`src/rtl/button_reader.sv`:
```
`default_nettype none
// ============================================================================
//  Module   : button_reader
//  Purpose  : Synchronises and debounces up to N_BTN raw push-button pins.
//             Per channel it produces a clean pressed level, one-cycle
//             press/release strobes and a press-toggled state bit.
//  Options  : LONG_PRESS_EN - when defined, adds a per-channel hold counter
//             and a one-shot LONG_PULSE after LONG_TICKS sample ticks of
//             continuous hold; otherwise LONG_PULSE is constant 0.
//  Revision : 1.0 - initial release
// ============================================================================
module button_reader #(
    parameter int N_BTN        = 4,
    parameter int SAMPLE_DIV   = 3300,
    parameter int DEBOUNCE_CNT = 8,
    parameter int ACTIVE_LOW   = 1,
    parameter int LONG_TICKS   = 1000
) (
    input  logic             CLK,
    input  logic             RESET,
    input  logic [N_BTN-1:0] BTN,
    input  logic [N_BTN-1:0] TOGGLE_CLR,
    output logic [N_BTN-1:0] LEVEL,
    output logic [N_BTN-1:0] PRESS_PULSE,
    output logic [N_BTN-1:0] RELEASE_PULSE,
    output logic [N_BTN-1:0] TOGGLE,
    output logic [N_BTN-1:0] LONG_PULSE
);

    localparam int PW = (SAMPLE_DIV > 1) ? $clog2(SAMPLE_DIV) : 1;
    localparam int CW = $clog2(DEBOUNCE_CNT + 1);

    localparam logic [PW-1:0]    PRESC_LAST = PW'(SAMPLE_DIV - 1);
    localparam logic [CW-1:0]    CNT_LAST   = CW'(DEBOUNCE_CNT - 1);
    // Pin level of an unpressed button; also the XOR mask that normalises
    // synchronised pins to 1 = pressed.
    localparam logic [N_BTN-1:0] IDLE_PIN   = (ACTIVE_LOW != 0) ? {N_BTN{1'b1}} : {N_BTN{1'b0}};

    localparam logic [1:0] ST_RELEASED     = 2'd0;
    localparam logic [1:0] ST_PRESS_PEND   = 2'd1;
    localparam logic [1:0] ST_PRESSED      = 2'd2;
    localparam logic [1:0] ST_RELEASE_PEND = 2'd3;

`ifdef LONG_PRESS_EN
    localparam int HW = $clog2(LONG_TICKS + 1);
    localparam logic [HW-1:0] HOLD_MAX  = HW'(LONG_TICKS);
    localparam logic [HW-1:0] HOLD_LAST = HW'(LONG_TICKS - 1);
`endif

    logic [N_BTN-1:0] sync_1;
    logic [N_BTN-1:0] sync_2;
    logic [N_BTN-1:0] pressed_now;
    logic [PW-1:0]    presc;
    logic             tick;

    // Two-flop synchroniser; resets to the idle pin level so no false press
    // is seen while the chain refills after reset.
    always_ff @(posedge CLK) begin
        if (RESET) begin
            sync_1 <= IDLE_PIN;
            sync_2 <= IDLE_PIN;
        end else begin
            sync_1 <= BTN;
            sync_2 <= sync_1;
        end
    end

    assign pressed_now = sync_2 ^ IDLE_PIN;

    // Shared sample prescaler: tick marks the last count of each period.
    assign tick = (presc == PRESC_LAST);

    always_ff @(posedge CLK) begin
        if (RESET || tick) begin
            presc <= '0;
        end else begin
            presc <= presc + 1'b1;
        end
    end

    for (genvar i = 0; i < N_BTN; i++) begin : g_ch
        logic [1:0]    state;
        logic [CW-1:0] cnt;
        logic          level_bit;
        logic          press_strobe;
        logic          release_strobe;
        logic          toggle_bit;

        // Debounce FSM: advances on sample ticks only; strobes are registered
        // so they appear the cycle after the deciding tick.
        always_ff @(posedge CLK) begin
            if (RESET) begin
                state          <= ST_RELEASED;
                cnt            <= '0;
                level_bit      <= 1'b0;
                press_strobe   <= 1'b0;
                release_strobe <= 1'b0;
            end else begin
                press_strobe   <= 1'b0;
                release_strobe <= 1'b0;
                if (tick) begin
                    case (state)
                        ST_RELEASED: begin
                            if (pressed_now[i]) begin
                                state <= ST_PRESS_PEND;
                                cnt   <= CW'(1);
                            end
                        end
                        ST_PRESS_PEND: begin
                            if (!pressed_now[i]) begin
                                state <= ST_RELEASED;
                                cnt   <= '0;
                            end else if (cnt == CNT_LAST) begin
                                state        <= ST_PRESSED;
                                cnt          <= '0;
                                level_bit    <= 1'b1;
                                press_strobe <= 1'b1;
                            end else begin
                                cnt <= cnt + 1'b1;
                            end
                        end
                        ST_PRESSED: begin
                            if (!pressed_now[i]) begin
                                state <= ST_RELEASE_PEND;
                                cnt   <= CW'(1);
                            end
                        end
                        default: begin
                            if (pressed_now[i]) begin
                                state <= ST_PRESSED;
                                cnt   <= '0;
                            end else if (cnt == CNT_LAST) begin
                                state          <= ST_RELEASED;
                                cnt            <= '0;
                                level_bit      <= 1'b0;
                                release_strobe <= 1'b1;
                            end else begin
                                cnt <= cnt + 1'b1;
                            end
                        end
                    endcase
                end
            end
        end

        // Toggle flips on the press-strobe cycle; a clear in that same cycle
        // still leaves the bit set because the press takes priority.
        always_ff @(posedge CLK) begin
            if (RESET) begin
                toggle_bit <= 1'b0;
            end else if (press_strobe) begin
                toggle_bit <= TOGGLE_CLR[i] | ~toggle_bit;
            end else if (TOGGLE_CLR[i]) begin
                toggle_bit <= 1'b0;
            end
        end

        assign LEVEL[i]         = level_bit;
        assign PRESS_PULSE[i]   = press_strobe;
        assign RELEASE_PULSE[i] = release_strobe;
        assign TOGGLE[i]        = toggle_bit;

`ifdef LONG_PRESS_EN
        logic [HW-1:0] hold;
        logic          long_strobe;
        logic          release_done;

        assign release_done = (state == ST_RELEASE_PEND) && !pressed_now[i] && (cnt == CNT_LAST);

        // Hold counter: counts ticks while held, saturates so the long strobe
        // fires once, and is cleared when the channel returns to RELEASED.
        always_ff @(posedge CLK) begin
            if (RESET) begin
                hold        <= '0;
                long_strobe <= 1'b0;
            end else begin
                long_strobe <= 1'b0;
                if (tick) begin
                    if ((state == ST_PRESSED) || (state == ST_RELEASE_PEND)) begin
                        if (release_done) begin
                            hold <= '0;
                        end else if (hold != HOLD_MAX) begin
                            hold <= hold + 1'b1;
                            if (hold == HOLD_LAST) begin
                                long_strobe <= 1'b1;
                            end
                        end
                    end else begin
                        hold <= '0;
                    end
                end
            end
        end

        assign LONG_PULSE[i] = long_strobe;
`endif
    end

`ifndef LONG_PRESS_EN
    // LONG_TICKS is a non-negative count, so this is constant 0.
    assign LONG_PULSE = {N_BTN{(LONG_TICKS < 0)}};
`endif

endmodule
`default_nettype wire
```
`config.mk`:
```
export PLATFORM = sky130hd
export DESIGN_NAME = button_reader
export DESIGN_NICKNAME = d
export VERILOG_FILES = /design/src/rtl/button_reader.sv
export SDC_FILE = /design/constraint.sdc
export NUM_CORES = 1
export LEC_CHECK = 0
export CAP_MARGIN = 20
export CORE_UTILIZATION = 55
export DETAILED_ROUTE_END_ITERATION = 12
export DONT_BUFFER_PORTS = 1
export PLACE_DENSITY_LB_ADDON = 0.3
export SYNTH_ARGS = -nofsm -noshare
export SYNTH_HDL_FRONTEND = slang
export SYNTH_SLANG_ARGS = --single-unit
export TNS_END_PERCENT = 50
```
`constraint.sdc`:
```
create_clock -name CLK -period 5.4 [get_ports CLK]
set_input_delay 1.08 -clock CLK [delete_from_list [all_inputs] [get_ports CLK]]
set_output_delay 1.08 -clock CLK [all_outputs]
set_load 0.02 [all_outputs]
```
Yosys cells after proc, flatten, opt, wreduce, memory -nomap -nowiden
Index checks and enable logic that the tools add are counted.

cells by class
  add/subtract/negate cells = 5
  eq/ne operators = 33
  mux-type cells = 84
  bitwise operators = 22
  reductions and logical operators = 37

operator list
  kind                                                             number
  4-bit 2-to-1 mux                                                 20
  2-bit 2-to-1 mux                                                 24
  4-bit case mux with 3 select lines                               4
  5-bit AND reduction                                              8
  1-bit 2-to-1 mux                                                 28
  2-bit != test, second input constant                             12
  2-bit case mux with 3 select lines                               4
  6-bit OR reduction                                               4
  1-bit inverter                                                   17
  4-bit by 1-bit adder with 4-bit output, second input constant    4
  4-bit by 3-bit == test with 1-bit output, second input constant  4
  4-bit nonzero test                                               4
  4-bit OR reduction                                               4
  12-bit by 1-bit adder with 12-bit output, second input constant  1
  12-bit == test, second input constant                            1
  3-bit != test, second input constant                             4
  3-bit AND reduction                                              4
  2-bit by 1-bit == test with 1-bit output, second input constant  4
  2-bit == test, second input constant                             4
  2-bit logical NOT                                                4
  2-bit by 1-bit != test with 1-bit output, second input constant  4
  1-bit case mux with 2 select lines                               4
  2-bit nonzero test                                               4
  2-bit OR reduction                                               4
  other kinds (3)                                                  6

storage, ports and cells
  register bits = 60
  bits of input ports = 10
  output and inout bits = 20
  logic and storage cells = 208

Longest topological paths before layout
  word-level depth = 4
  mapped depth = 7
  mapped depth without buffers = 7

Worst setup path after synthesis
Ideal clock, no wire load.

  kind = input-to-reg
  start point = input RESET
  end point = register presc[10]
  setup time = 0.128 ns
  arrival = 1.851 ns
  data required time = 5.272 ns
  path slack = 3.421 ns
  stages on the path = 5
  path buffers = 2
  cells stage by stage = clkbuf_1 > inv_1 > nand2_1 > clkbuf_1 > nor2_1

on the way
  longest elaborated chain between the ends = 1

ends and longest elaborated chain
  element               line  text
  from (decl)           20    input logic RESET,
  1-bit logical OR      74    if (RESET || tick) begin
  to (signal assigned)  77    presc <= presc + 1'b1;
  to (decl)             53    logic [PW-1:0] presc;

No other way between the ends.
A chain may end at the register's enable or synchronous reset.

Worst setup path in the final report
  start point = register presc[4]
  end point = register g_ch[2].cnt[3]

on the way
  longest elaborated chain between the ends = 2

ends and longest elaborated chain
  element                        line  text
  12-bit == test                 71    assign tick = (presc == PRESC_LAST);
  3-bit AND reduction (no line)  --
  to (signal assigned)           119   cnt <= cnt + 1'b1;
  to (signal assigned)           138   cnt <= cnt + 1'b1;
  to (decl)                      83    logic [CW-1:0] cnt;

No other way between the ends.

==> metrics <==
run status=finished, final reports clean; final net count=385; Synth area leader=sky130_fd_sc_hd__dfxtp_1; count of cells resized by post-cts repair=0; worst reg2reg setup slack=2.99 ns; instance count after placement with tap cells included=408; required time of the worst setup path=5.66 ns; static power due to leakage=1.29 nW; standard cell with the maximum stage delay on the critical path=sky130_fd_sc_hd__nand3_1; buffers added on ports=0; count of maximum capacitance violations=0; FF-to-FF End=g_ch[2].cnt[3]; DP HPWL=4160 um; mean number of vias per cell=5.91; Area contributors post-synth=sky130_fd_sc_hd__dfxtp_1 (37%), sky130_fd_sc_hd__ha_1 (11%), sky130_fd_sc_hd__buf_4 (4.7%), sky130_fd_sc_hd__a21oi_1 (3.7%), sky130_fd_sc_hd__nor2_1 (3.3%); final critical delay including setup and external delays=2.41 ns; effective utilization at floorplan=57.6%; 1st-pass router iterations=4; busiest metal layer after global routing=met2; worst ir drop on vdd=0.162 mV; depth of the worst register-to-register path=4; Cell Pwr Density=246 mW/mm^2; highest net fanout along the worst path=19; Post-CTS Repair Setup Buffers=0; antenna-violating nets left=0; final period utilization=44.7%; Synth Warn #=0; TritonCTS clock tree=built; vias in the first global route=2,333; endpoint with the worst hold slack=sync_2[1]; Clock Skew=0.00816 ns; Data arrival, critical path=2.68 ns; global-route met2 utilization=34.0%; Slew @ Worst Pin=0.786 ns; part of the Yosys area used for sequential elements=37.4%; footprint of the flip-flops and latches=0.00120 mm^2; initial antenna violation count=0; Synth async-reset ratio=0%; Hold Crit Depth=1; TritonCTS Sinks=60; final-report max-slew violation count=0; Total Wirelength=5950 um; Seq cells post-synth=60; Die Y-Extent=78.4 um; antenna fix cells=0; met3 usage=7.79%; Syn Inst Count=364; die extent in x=78.4 um; crit-path cells=nor3_1 -> nand3_1 -> or3_1 -> a211oi_1; origin of the worst min-delay path=sync_1[1]; combined area of all synthesized cells=0.00321 mm^2; aggregate negative setup slack=0 ns; clk slew on worst S/H paths=0.07 ns; Site Rows=27; number of flops mapped to enable cells by yosys=0; Root Buffer=sky130_fd_sc_hd__clkbuf_8; total area of multi-input combinational cells=0.00175 mm^2; count of non-filler cells in the finished layout=422; CTS hold repair buffers=0; first-pass GRT wire length=10,500 um; number of hold-slack violations in the final timing report=0; worst stage delay on the critical path=0.65 ns; Syn-to-layout area delta=1.99%; remaining routing DRC violations=0; routed length per placed instance=14.1 um; Via Count=2,495; proportion of netlist area held by the largest area contributor=37.4%; CTS H-tree depth=3; startpoint of the worst-slack reg-to-reg timing path=presc[4]; library cells used by synthesis=45; maximum number of buffers from clock root to sink=2; max frequency=414 MHz; Worst Hold Class=reg2reg; insertion delay of the later-clocked pin in the worst-skew pair=0.34 ns; TritonCTS buffer count=9; Die Outline Area=0.00614 mm^2; top flip-flop cell by instance count after synthesis=sky130_fd_sc_hd__dfxtp_1; violation count after the first detailed-route iteration=119; Setup crit end kind=flop; GR Util All Layers=21.9%; remaining global-route overflow=0; maximum number of pins on one net before global-route repair=40; routability cong.=0.834; # setup viols final=0; met1 demand-to-capacity share in global routing=26.6%; I/O pin count=30; layout cells sized above 1=7.43%; Mean Syn Cell Area=8.82 um^2; unrepaired setup endpoints after global routing=no; final-layout fill cell count=486; tightest slew margin relative to the limit=47.1%; critical path class=reg2reg; placeable core region=0.00557 mm^2; critical path startpoint category=flop
-- area by class of cell --
class	count	share of cell area (%)
Multi-Input combinational cell	256	53.5
Clock inverter	3	0.459
Tap cell	72	2.75
Sequential cell	60	36.7
Clock buffer	11	4.32
Inverter	20	2.29
-- through the flow --
stage          hold WS [ns]  worst slack [ns]  power [mW]  cell area (um^2)  util [%]
6_report              0.409              2.99       0.805              3270      58.7
3_3_place_gp          0.393              3.11       0.480              3120      55.9
2_1_floorplan         0.389              3.42       0.482              3220         -
4_1_cts               0.412              2.99       0.815              3270      58.7
3_5_place_dp          0.397              3.01       0.481              3120      55.9
5_1_grt               0.425              2.65       0.840              3270      58.7
-- registers in the layout (all words and copies together) (netlist names), named ones only --
name,count
g_ch.state,4
g_ch.cnt,16
g_ch.toggle_bit,4
g_ch.level_bit,4
sync_1,4
g_ch.release_strobe,4
g_ch.press_strobe,4
sync_2,4
presc,12
-- report_power, final --
| part | leakage, nW | total, mW | internal, mW | switching (mW) |
|---|---|---|---|---|
| sequential | 0.486 | 0.452 | 0.447 | 0.00499 |
| combinational | 0.717 | 0.0186 | 0.00732 | 0.0113 |
| clock | 0.0848 | 0.334 | 0.171 | 0.163 |
-- critical path, delay by kind of cell, from the launching register on --
kind	cells	cell delay (ns)
AOI/OAI and AO/OA	1	0.22
DFF	1	0.36
and+or+nand+nor	3	1.75
-- per-layer routing --
metal	part of all wire [%]	up-vias
met3	7.1	12
met1	45	1152
met5	0	-
met2	46	91
li1	-	1240
met4	1.7	0
-- worst max path at each step --
| stage | startpoint | to | slack, ns |
|---|---|---|---|
| 2_1_floorplan | RESET | presc[10] | 3.42 |
| 3_3_place_gp | presc[4] | g_ch[2].cnt[3] | 3.11 |
| 3_5_place_dp | presc[4] | g_ch[2].cnt[3] | 3.01 |
| 4_1_cts | presc[4] | g_ch[3].release_strobe | 2.99 |
| 5_1_grt | presc[4] | g_ch[2].cnt[3] | 2.65 |
| 6_report | presc[4] | g_ch[2].cnt[3] | 2.99 |
-- synth_stat cells, drive strengths merged, types with 3 or more instances --
cell	number
ha	28
and3b	4
or4	3
xor2	3
nand4	9
inv	20
and3	6
and4b	3
a21o	3
or2	8
xnor2	11
nand2	20
dfxtp	60
and4	5
o21ai	15
a211oi	4
nand2b	6
a21oi	24
or3	7
nand4b	7
nor2b	5
clkbuf	8
mux2i	3
nand3b	4
nor3	7
buf	23
nand3	11
o41ai	4
o31ai	4
nor2	28
-- kinds of logic after synthesis --
| kind of cell | synth area share (%) |
|---|---|
| buf+inv | 8.38 |
| flops | 37.4 |
| mux | 1.29 |
| xor+xnor | 3.82 |
| compound gates | 13.2 |
| simple gates | 24.8 |
| other cells | 0.117 |
| fa+ha+maj | 10.9 |
-- layout by cell type, fill, tap and decap left out, types with 4 or more instances in the layout --
| cell type | synthesis | layout |
|---|---|---|
| sky130_fd_sc_hd__conb_1 | 1 | 4 |
| sky130_fd_sc_hd__and3b_1 | 4 | 4 |
| sky130_fd_sc_hd__nor2b_1 | 5 | 5 |
| sky130_fd_sc_hd__nand2_1 | 20 | 20 |
| sky130_fd_sc_hd__or2_2 | 8 | 8 |
| sky130_fd_sc_hd__o21ai_0 | 15 | 15 |
| sky130_fd_sc_hd__nand4_1 | 9 | 9 |
| sky130_fd_sc_hd__or3_1 | 7 | 7 |
| sky130_fd_sc_hd__and4_1 | 5 | 5 |
| sky130_fd_sc_hd__xnor2_1 | 11 | 11 |
| sky130_fd_sc_hd__nand3_1 | 11 | 11 |
| sky130_fd_sc_hd__dfxtp_1 | 60 | 60 |
| sky130_fd_sc_hd__o31ai_1 | 4 | 4 |
| sky130_fd_sc_hd__inv_1 | 20 | 20 |
| sky130_fd_sc_hd__clkbuf_8 | 0 | 10 |
| sky130_fd_sc_hd__o41ai_1 | 4 | 4 |
| sky130_fd_sc_hd__and3_1 | 6 | 6 |
| sky130_fd_sc_hd__nand3b_1 | 4 | 4 |
| sky130_fd_sc_hd__nand4b_1 | 7 | 7 |
| sky130_fd_sc_hd__nor2_1 | 28 | 28 |
| sky130_fd_sc_hd__a21oi_1 | 24 | 24 |
| sky130_fd_sc_hd__a211oi_1 | 4 | 4 |
| sky130_fd_sc_hd__ha_1 | 28 | 28 |
| sky130_fd_sc_hd__nand2b_1 | 6 | 6 |
| sky130_fd_sc_hd__nor3_1 | 7 | 7 |
Power figures use the tool's default switching activity.
